[src/rtl/kbd_pkg.sv]
`default_nettype none
// ============================================================================
// Module      : kbd_pkg
// Description : Shared types and constants for the keyboard event buffer.
//               PS/2 set-2 prefix bytes, prefix-decoder state encoding and the
//               10-bit event record {brk, ext, code}.
// Revision    : 1.0 - initial release
// ============================================================================
package kbd_pkg;

    // Prefix-decoder states: which prefix bytes have been seen so far
    typedef enum logic [1:0] {
        IDLE = 2'd0,
        E0   = 2'd1,
        F0   = 2'd2,
        E0F0 = 2'd3
    } kbd_state_t;

    localparam logic [7:0] PS2_EXT = 8'hE0;  // extended-key prefix
    localparam logic [7:0] PS2_BRK = 8'hF0;  // key-release prefix

    typedef struct packed {
        logic       brk;
        logic       ext;
        logic [7:0] code;
    } kbd_event_t;

endpackage
`default_nettype wire

[src/rtl/sync_fifo.sv]
`default_nettype none
// ============================================================================
// Module      : sync_fifo
// Description : Single-clock first-word-fall-through FIFO with a registered
//               head word. o_rdata shows the oldest entry whenever o_empty=0.
// Ports       : clk      - clock
//               rst_n    - synchronous reset, active-low
//               i_push   - write i_wdata (accepted if not full, or if full
//                          and a pop is accepted in the same cycle)
//               i_pop    - consume head entry (ignored when empty)
//               i_wdata  - write data
//               o_rdata  - registered head entry
//               o_count  - occupancy
//               o_full   - count == DEPTH
//               o_empty  - count == 0
// Revision    : 1.0 - initial release
// ============================================================================
module sync_fifo #(
    parameter int WIDTH = 10,
    parameter int DEPTH = 16
) (
    input  logic                       clk,
    input  logic                       rst_n,
    input  logic                       i_push,
    input  logic                       i_pop,
    input  logic [WIDTH-1:0]           i_wdata,
    output logic [WIDTH-1:0]           o_rdata,
    output logic [$clog2(DEPTH+1)-1:0] o_count,
    output logic                       o_full,
    output logic                       o_empty
);

    localparam int PW = $clog2(DEPTH);
    localparam int CW = $clog2(DEPTH + 1);

    logic [WIDTH-1:0] r_mem [DEPTH];
    logic [PW-1:0]    r_wr_ptr;
    logic [PW-1:0]    r_rd_ptr;
    logic [CW-1:0]    r_count;
    logic [WIDTH-1:0] r_head;

    logic             w_empty;
    logic             w_full;
    logic             w_pop_ok;
    logic             w_push_ok;
    logic [PW-1:0]    w_rd_next;

    assign w_empty   = (r_count == '0);
    assign w_full    = (r_count == CW'(DEPTH));
    assign w_pop_ok  = i_pop & ~w_empty;
    // A full FIFO still accepts a write when the head leaves in the same cycle
    assign w_push_ok = i_push & (~w_full | w_pop_ok);
    assign w_rd_next = r_rd_ptr + PW'(1);

    always_ff @(posedge clk) begin
        if (w_push_ok) begin
            r_mem[r_wr_ptr] <= i_wdata;
        end
    end

    always_ff @(posedge clk) begin
        if (!rst_n) begin
            r_wr_ptr <= '0;
            r_rd_ptr <= '0;
            r_count  <= '0;
            r_head   <= '0;
        end else begin
            if (w_push_ok) begin
                r_wr_ptr <= r_wr_ptr + PW'(1);
            end
            if (w_pop_ok) begin
                r_rd_ptr <= w_rd_next;
            end
            if (w_push_ok && !w_pop_ok) begin
                r_count <= r_count + CW'(1);
            end else if (w_pop_ok && !w_push_ok) begin
                r_count <= r_count - CW'(1);
            end
            // Head register: the incoming word bypasses the memory when it
            // becomes the head immediately (empty, or last entry leaving).
            // Otherwise on a pop the next stored entry is loaded; that slot is
            // never the one being written, since wr_ptr differs from rd_ptr+1
            // whenever count >= 2.
            if (w_push_ok && (w_empty || (w_pop_ok && r_count == CW'(1)))) begin
                r_head <= i_wdata;
            end else if (w_pop_ok && r_count > CW'(1)) begin
                r_head <= r_mem[w_rd_next];
            end
        end
    end

    assign o_rdata = r_head;
    assign o_count = r_count;
    assign o_full  = w_full;
    assign o_empty = w_empty;

endmodule
`default_nettype wire

[src/rtl/kbd_event_fifo.sv]
`default_nettype none
// ============================================================================
// Module      : kbd_event_fifo
// Description : Keyboard event buffer. Optionally folds PS/2 set-2 E0/F0
//               prefixes into single make/break events, queues them in a FWFT
//               FIFO with sticky overflow, and keeps a raw-byte snapshot.
// Ports       : clk_in            - core clock
//               rst_in            - synchronous reset, active-low
//               scancode_in       - byte from the PS/2 receiver
//               scancode_valid_in - strobe qualifying scancode_in
//               error_in          - receiver frame error strobe
//               pop_in            - consume head entry
//               clr_overflow_in   - clear sticky overflow
//               data_out          - head entry {brk, ext, code}
//               valid_out         - FIFO non-empty
//               count_out         - occupancy
//               overflow_out      - sticky: an event was dropped
//               snapshot_out      - last raw bytes, newest in [7:0]
// Revision    : 1.0 - initial release
// ============================================================================
module kbd_event_fifo
    import kbd_pkg::*;
#(
    parameter int DEPTH      = 16,
    parameter int SNAP_BYTES = 4,
    parameter int DECODE     = 1
) (
    input  logic                       clk_in,
    input  logic                       rst_in,
    input  logic [7:0]                 scancode_in,
    input  logic                       scancode_valid_in,
    input  logic                       error_in,
    input  logic                       pop_in,
    input  logic                       clr_overflow_in,
    output logic [9:0]                 data_out,
    output logic                       valid_out,
    output logic [$clog2(DEPTH+1)-1:0] count_out,
    output logic                       overflow_out,
    output logic [8*SNAP_BYTES-1:0]    snapshot_out
);

    logic       w_byte_ok;
    logic       w_emit;
    kbd_event_t w_event;
    logic       w_full;
    logic       w_empty;
    logic       w_drop;
    logic       r_overflow;
    logic [8*SNAP_BYTES-1:0] r_snap;

    // A byte coinciding with a frame error is discarded everywhere
    assign w_byte_ok = scancode_valid_in & ~error_in;

    generate
        if (DECODE != 0) begin : g_decode
            kbd_state_t r_state;
            logic       w_is_prefix;

            assign w_is_prefix = (scancode_in == PS2_EXT) || (scancode_in == PS2_BRK);

            always_ff @(posedge clk_in) begin
                if (!rst_in) begin
                    r_state <= IDLE;
                end else if (error_in) begin
                    r_state <= IDLE;
                end else if (scancode_valid_in) begin
                    case (r_state)
                        IDLE: begin
                            if (scancode_in == PS2_EXT)      r_state <= E0;
                            else if (scancode_in == PS2_BRK) r_state <= F0;
                            else                             r_state <= IDLE;
                        end
                        E0: begin
                            if (scancode_in == PS2_BRK)      r_state <= E0F0;
                            else if (scancode_in == PS2_EXT) r_state <= E0;
                            else                             r_state <= IDLE;
                        end
                        F0: begin
                            // E0 after F0 is accepted out of order
                            if (scancode_in == PS2_EXT)      r_state <= E0F0;
                            else if (scancode_in == PS2_BRK) r_state <= F0;
                            else                             r_state <= IDLE;
                        end
                        E0F0: begin
                            if (w_is_prefix) r_state <= E0F0;
                            else             r_state <= IDLE;
                        end
                        default: r_state <= IDLE;
                    endcase
                end
            end

            // The state already encodes the brk/ext flags of the pending event
            always_comb begin
                w_emit       = 1'b0;
                w_event.brk  = 1'b0;
                w_event.ext  = 1'b0;
                w_event.code = scancode_in;
                if (w_byte_ok && !w_is_prefix) begin
                    w_emit      = 1'b1;
                    w_event.brk = (r_state == F0) || (r_state == E0F0);
                    w_event.ext = (r_state == E0) || (r_state == E0F0);
                end
            end
        end else begin : g_raw
            always_comb begin
                w_emit       = w_byte_ok;
                w_event.brk  = 1'b0;
                w_event.ext  = 1'b0;
                w_event.code = scancode_in;
            end
        end
    endgenerate

    sync_fifo #(
        .WIDTH (10),
        .DEPTH (DEPTH)
    ) u_fifo (
        .clk     (clk_in),
        .rst_n   (rst_in),
        .i_push  (w_emit),
        .i_pop   (pop_in),
        .i_wdata (w_event),
        .o_rdata (data_out),
        .o_count (count_out),
        .o_full  (w_full),
        .o_empty (w_empty)
    );

    // Dropped only when full and no accepted pop frees a slot this cycle
    assign w_drop = w_emit & w_full & ~(pop_in & ~w_empty);

    always_ff @(posedge clk_in) begin
        if (!rst_in) begin
            r_overflow <= 1'b0;
        end else if (w_drop) begin
            r_overflow <= 1'b1;
        end else if (clr_overflow_in) begin
            r_overflow <= 1'b0;
        end
    end

    generate
        if (SNAP_BYTES > 1) begin : g_snap_wide
            always_ff @(posedge clk_in) begin
                if (!rst_in) begin
                    r_snap <= '0;
                end else if (w_byte_ok) begin
                    r_snap <= {r_snap[8*SNAP_BYTES-9:0], scancode_in};
                end
            end
        end else begin : g_snap_byte
            always_ff @(posedge clk_in) begin
                if (!rst_in) begin
                    r_snap <= '0;
                end else if (w_byte_ok) begin
                    r_snap <= scancode_in;
                end
            end
        end
    endgenerate

    assign valid_out    = ~w_empty;
    assign overflow_out = r_overflow;
    assign snapshot_out = r_snap;

endmodule
`default_nettype wire

[config.mk]
export PLATFORM = sky130hd
export DESIGN_NAME = kbd_event_fifo
export DESIGN_NICKNAME = d
export VERILOG_FILES = /design/src/rtl/kbd_pkg.sv /design/src/rtl/sync_fifo.sv /design/src/rtl/kbd_event_fifo.sv
export SDC_FILE = /design/constraint.sdc
export NUM_CORES = 1
export LEC_CHECK = 0
export ABC_AREA = 0
export CELL_PAD_IN_SITES_DETAIL_PLACEMENT = 1
export CELL_PAD_IN_SITES_GLOBAL_PLACEMENT = 2
export CORE_MARGIN = 2
export CORE_UTILIZATION = 25
export CTS_CLUSTER_SIZE = 24
export DETAILED_ROUTE_END_ITERATION = 10
export GPL_TIMING_DRIVEN = 0
export PLACE_DENSITY_LB_ADDON = 0.25
export SYNTH_ARGS = -nofsm -noshare
export SYNTH_HDL_FRONTEND = slang
export SYNTH_HIERARCHICAL = 1
export SYNTH_SLANG_ARGS = --single-unit
[constraint.sdc]
create_clock -name clk_in -period 3.2 [get_ports clk_in]
set_input_delay 0.48 -clock clk_in [delete_from_list [all_inputs] [get_ports clk_in]]
set_output_delay 0.48 -clock clk_in [all_outputs]
set_load 0.02 [all_outputs]
==> results_dict.tcl <==
set metrics [dict create \
    top_layer "met4" \
    p_seq_share_pct 39.7 \
    path_max_fanout 20 \
    hold_viol 0 \
    worst_pin_slew_ns 1.03 \
    synth-seq-cells 218 \
    io_buffers 62 \
    hold_buffers 0 \
    rows 69 \
    grt_max_degree 22 \
    yosysSeqAreaShare_pct 67.2 \
    route.detailed.drc 0 \
    p_switching_mw 2.43 \
    diodes 0 \
    power_frac_clock_pct 34.5 \
    cp-start-kind "primary input" \
    vdd_drop_max_mv 0.433 \
    cp.arrival_ns 3.21 \
    drv_cap 0 \
    path_clk_slew_ns 0.06 \
    max_freq_mhz 335 \
    clk_latency_ns 0.53 \
    clock-root-buffer "clkbuf_16" \
    cts_inserted_buffers 25 \
    cts.sinks 218 \
    relSlewSlack_pct 30.9 \
    synth_largest_area_cell "edfxtp_1" \
    firstDrtPassIters 4 \
    synth_edf_count 160 \
    syn_avg_cell_area_um2 14.7 \
    routed_wl_um 24100 \
    place_ws_ns -1.08 \
    startpoint "scancode_in[3]" \
    overflow 0 \
    num_io_pins 63 \
    setup_ws_ns 0.212 \
    mostFrequentLayoutCells "160 x edfxtp_1, 72 x nand2_1, 58 x dfxtp_1, 55 x clkdlybuf4s50_1, 41 x mux2i_1" \
    cp_cell_sequence "clkdlybuf4s15_1, and4bb_2, a21oi_4, a21boi_4, nand2_1, nor3_2, buf_6" \
    area_delta_synth_final_pct 23.4 \
    skew_ns 0.0234 \
    wl_met2_um 11800 \
    antenna_found_initial 0 \
    crit_family "simple AND/OR/NAND/NOR gates" \
    report.final.setup_viol 0 \
    p_total_mw 8.17 \
    grt_util_all_layers_pct 13.3 \
    crit_required_ns 3.43 \
    grt_pass1_wl_um 36500 \
    criticalPathCategory "in2reg" \
    htree_levels 1 \
    period_share_pct 93.4 \
    hpwl_um 16200 \
    outcome "completed" \
    wire_per_inst_um 20.4 \
    final_common_cell "edfxtp_1" \
    synth_top_area_share_pct 54.1 \
    post-route-cell-area_mm2 0.0110 \
    slew_violations 0 \
    netlist_instances 605 \
    ys_types 46 \
    dr_total_vias 5353 \
    rsz0062_at_grt "no" \
    placed_area_mm2 0.0101 \
    async_reset_ff_share_pct 0 \
    leakage_nw 3.64 \
    die_w_um 192 \
    synth.area.top_cells "edfxtp_1 54%, dfxtp_1 13%, mux4_2 4.8%, mux2i_1 4.6%, nand2_1 3.0%" \
    drt_iter0_markers 328 \
    max_stage_delay_ns 0.78 \
    timing.critical_path.buf_inv 2 \
    period_minus_slack_ns 2.99 \
    worstHoldStart "snapshot_out[30]" \
    pwr_density_cell_mw_per_mm2 745 \
    cts_tree "yes" \
    syn_area_mm2 0.00888 \
    start_util_pct 25.1 \
    drive_gt1_share_pct 15.9 \
    met1_length_um 11100 \
    regToRegStartpoint "u_fifo/o_count[0]" \
    fin_util_pct 31.0 \
    grt_pass1_vias 5911 \
    nets 722 \
    synth_nets 629 \
    synthFlopType "edfxtp_1" \
    worst_path_max_delay_cell "clkdlybuf4s15_1" \
    cp-end-kind "flip-flop" \
    pwr-share-comb_pct 25.7 \
    p_sw_share_pct 29.7 \
    internal-power_mw 5.74 \
    core_area_mm2 0.0353 \
    gp_congestion 0.765 \
    vias_per_cell 4.55 \
    die_h_um 192 \
    die_area_mm2 0.0370 \
    clk_path_buf_depth 3 \
    hp-class "reg2reg" \
    ys_warn_count 6 \
    tns_ns 0 \
    wl_met3_um 846 \
    antenna_left 0 \
]
## routing by layer
layer / vias to the layer above / GRT usage [%]
met4: 0 / 3.14
met3: 23 / 2.36
met2: 85 / 22.6
li1: 2467 / -
met1: 2778 / 17.5
met5: - / 0
## metrics by stage
step | cells | hold slack, ns
after floorplan | 605 | 0.478
after global placement | 1128 | 0.440
after detailed placement | 1132 | 0.451
after CTS | 1177 | 0.456
after global routing | 1177 | 0.489
final | 1177 | 0.452
## worst min-delay path: stages, from the launching register on
cell and delay, ns:
dfxtp_1 0.30, nand2_1 0.05, a21boi_1 0.05
## cell type report
cell class              count  area, um2
fillers                  3697      24300
flip-flops and latches    218       5970
multi-input cells         344       2720
repair buffers             66        651
clock buffers              28        637
well taps                 461        577
plain buffers              34        211
clock inverters            17        166
inverters                   9       33.8
## power by group through the flow
stage          clock [mW]  sequential (mW)  combinational [mW]
2_1_floorplan           0             3.36                1.32
3_3_place_gp            0             3.30                2.08
3_5_place_dp            0             3.31                2.13
4_1_cts              2.91             3.25                2.14
5_1_grt              3.03             3.26                2.28
6_report             2.82             3.25                2.10
## synthesized netlist by cell type (10+ instances only)
master,n
a21boi_1,31
a22oi_1,30
clkbuf_1,10
dfxtp_1,58
edfxtp_1,160
ha_1,10
mux2_2,10
mux2i_1,41
mux4_2,19
nand2_1,72
nand3_1,10
nand4_1,12
nor2_1,30
## what timing repair did
item	4_1_cts	5_1_grt
setup buffers	0	0
endpoints found under the setup margin	141	6
resized for setup	19	1
## logic make-up after synthesis
family	synth area share, %
flip-flops	67.2
AND/OR/NAND/NOR	8.07
AO/OA/AOI/OAI	8.20
multiplexers	11.0
buffers and inverters	2.76
XOR/XNOR	1.37
adder cells (fa/ha/maj)	1.41
## state kept, by name, indices dropped and copies added, names as in the netlist
name / count
u_fifo/r_mem: 160
snapshot_out: 32
u_fifo/o_rdata: 10
u_fifo/o_count: 5
u_fifo/r_rd_ptr: 4
u_fifo/r_wr_ptr: 4
g_decode.r_state: 2
overflow_out: 1
## worst paths after layout
kind / endpoint / slack, ns / depth (start not counted)
max: u_fifo/r_mem[0][7] / 0.21 / 7
min: snapshot_out[30] / 0.45 / 2
max reg2reg: u_fifo/o_count[4] / 0.42 / 11
min reg2reg: snapshot_out[30] / 0.45 / 2
No activity file was read; power rests on OpenSTA's default activity.
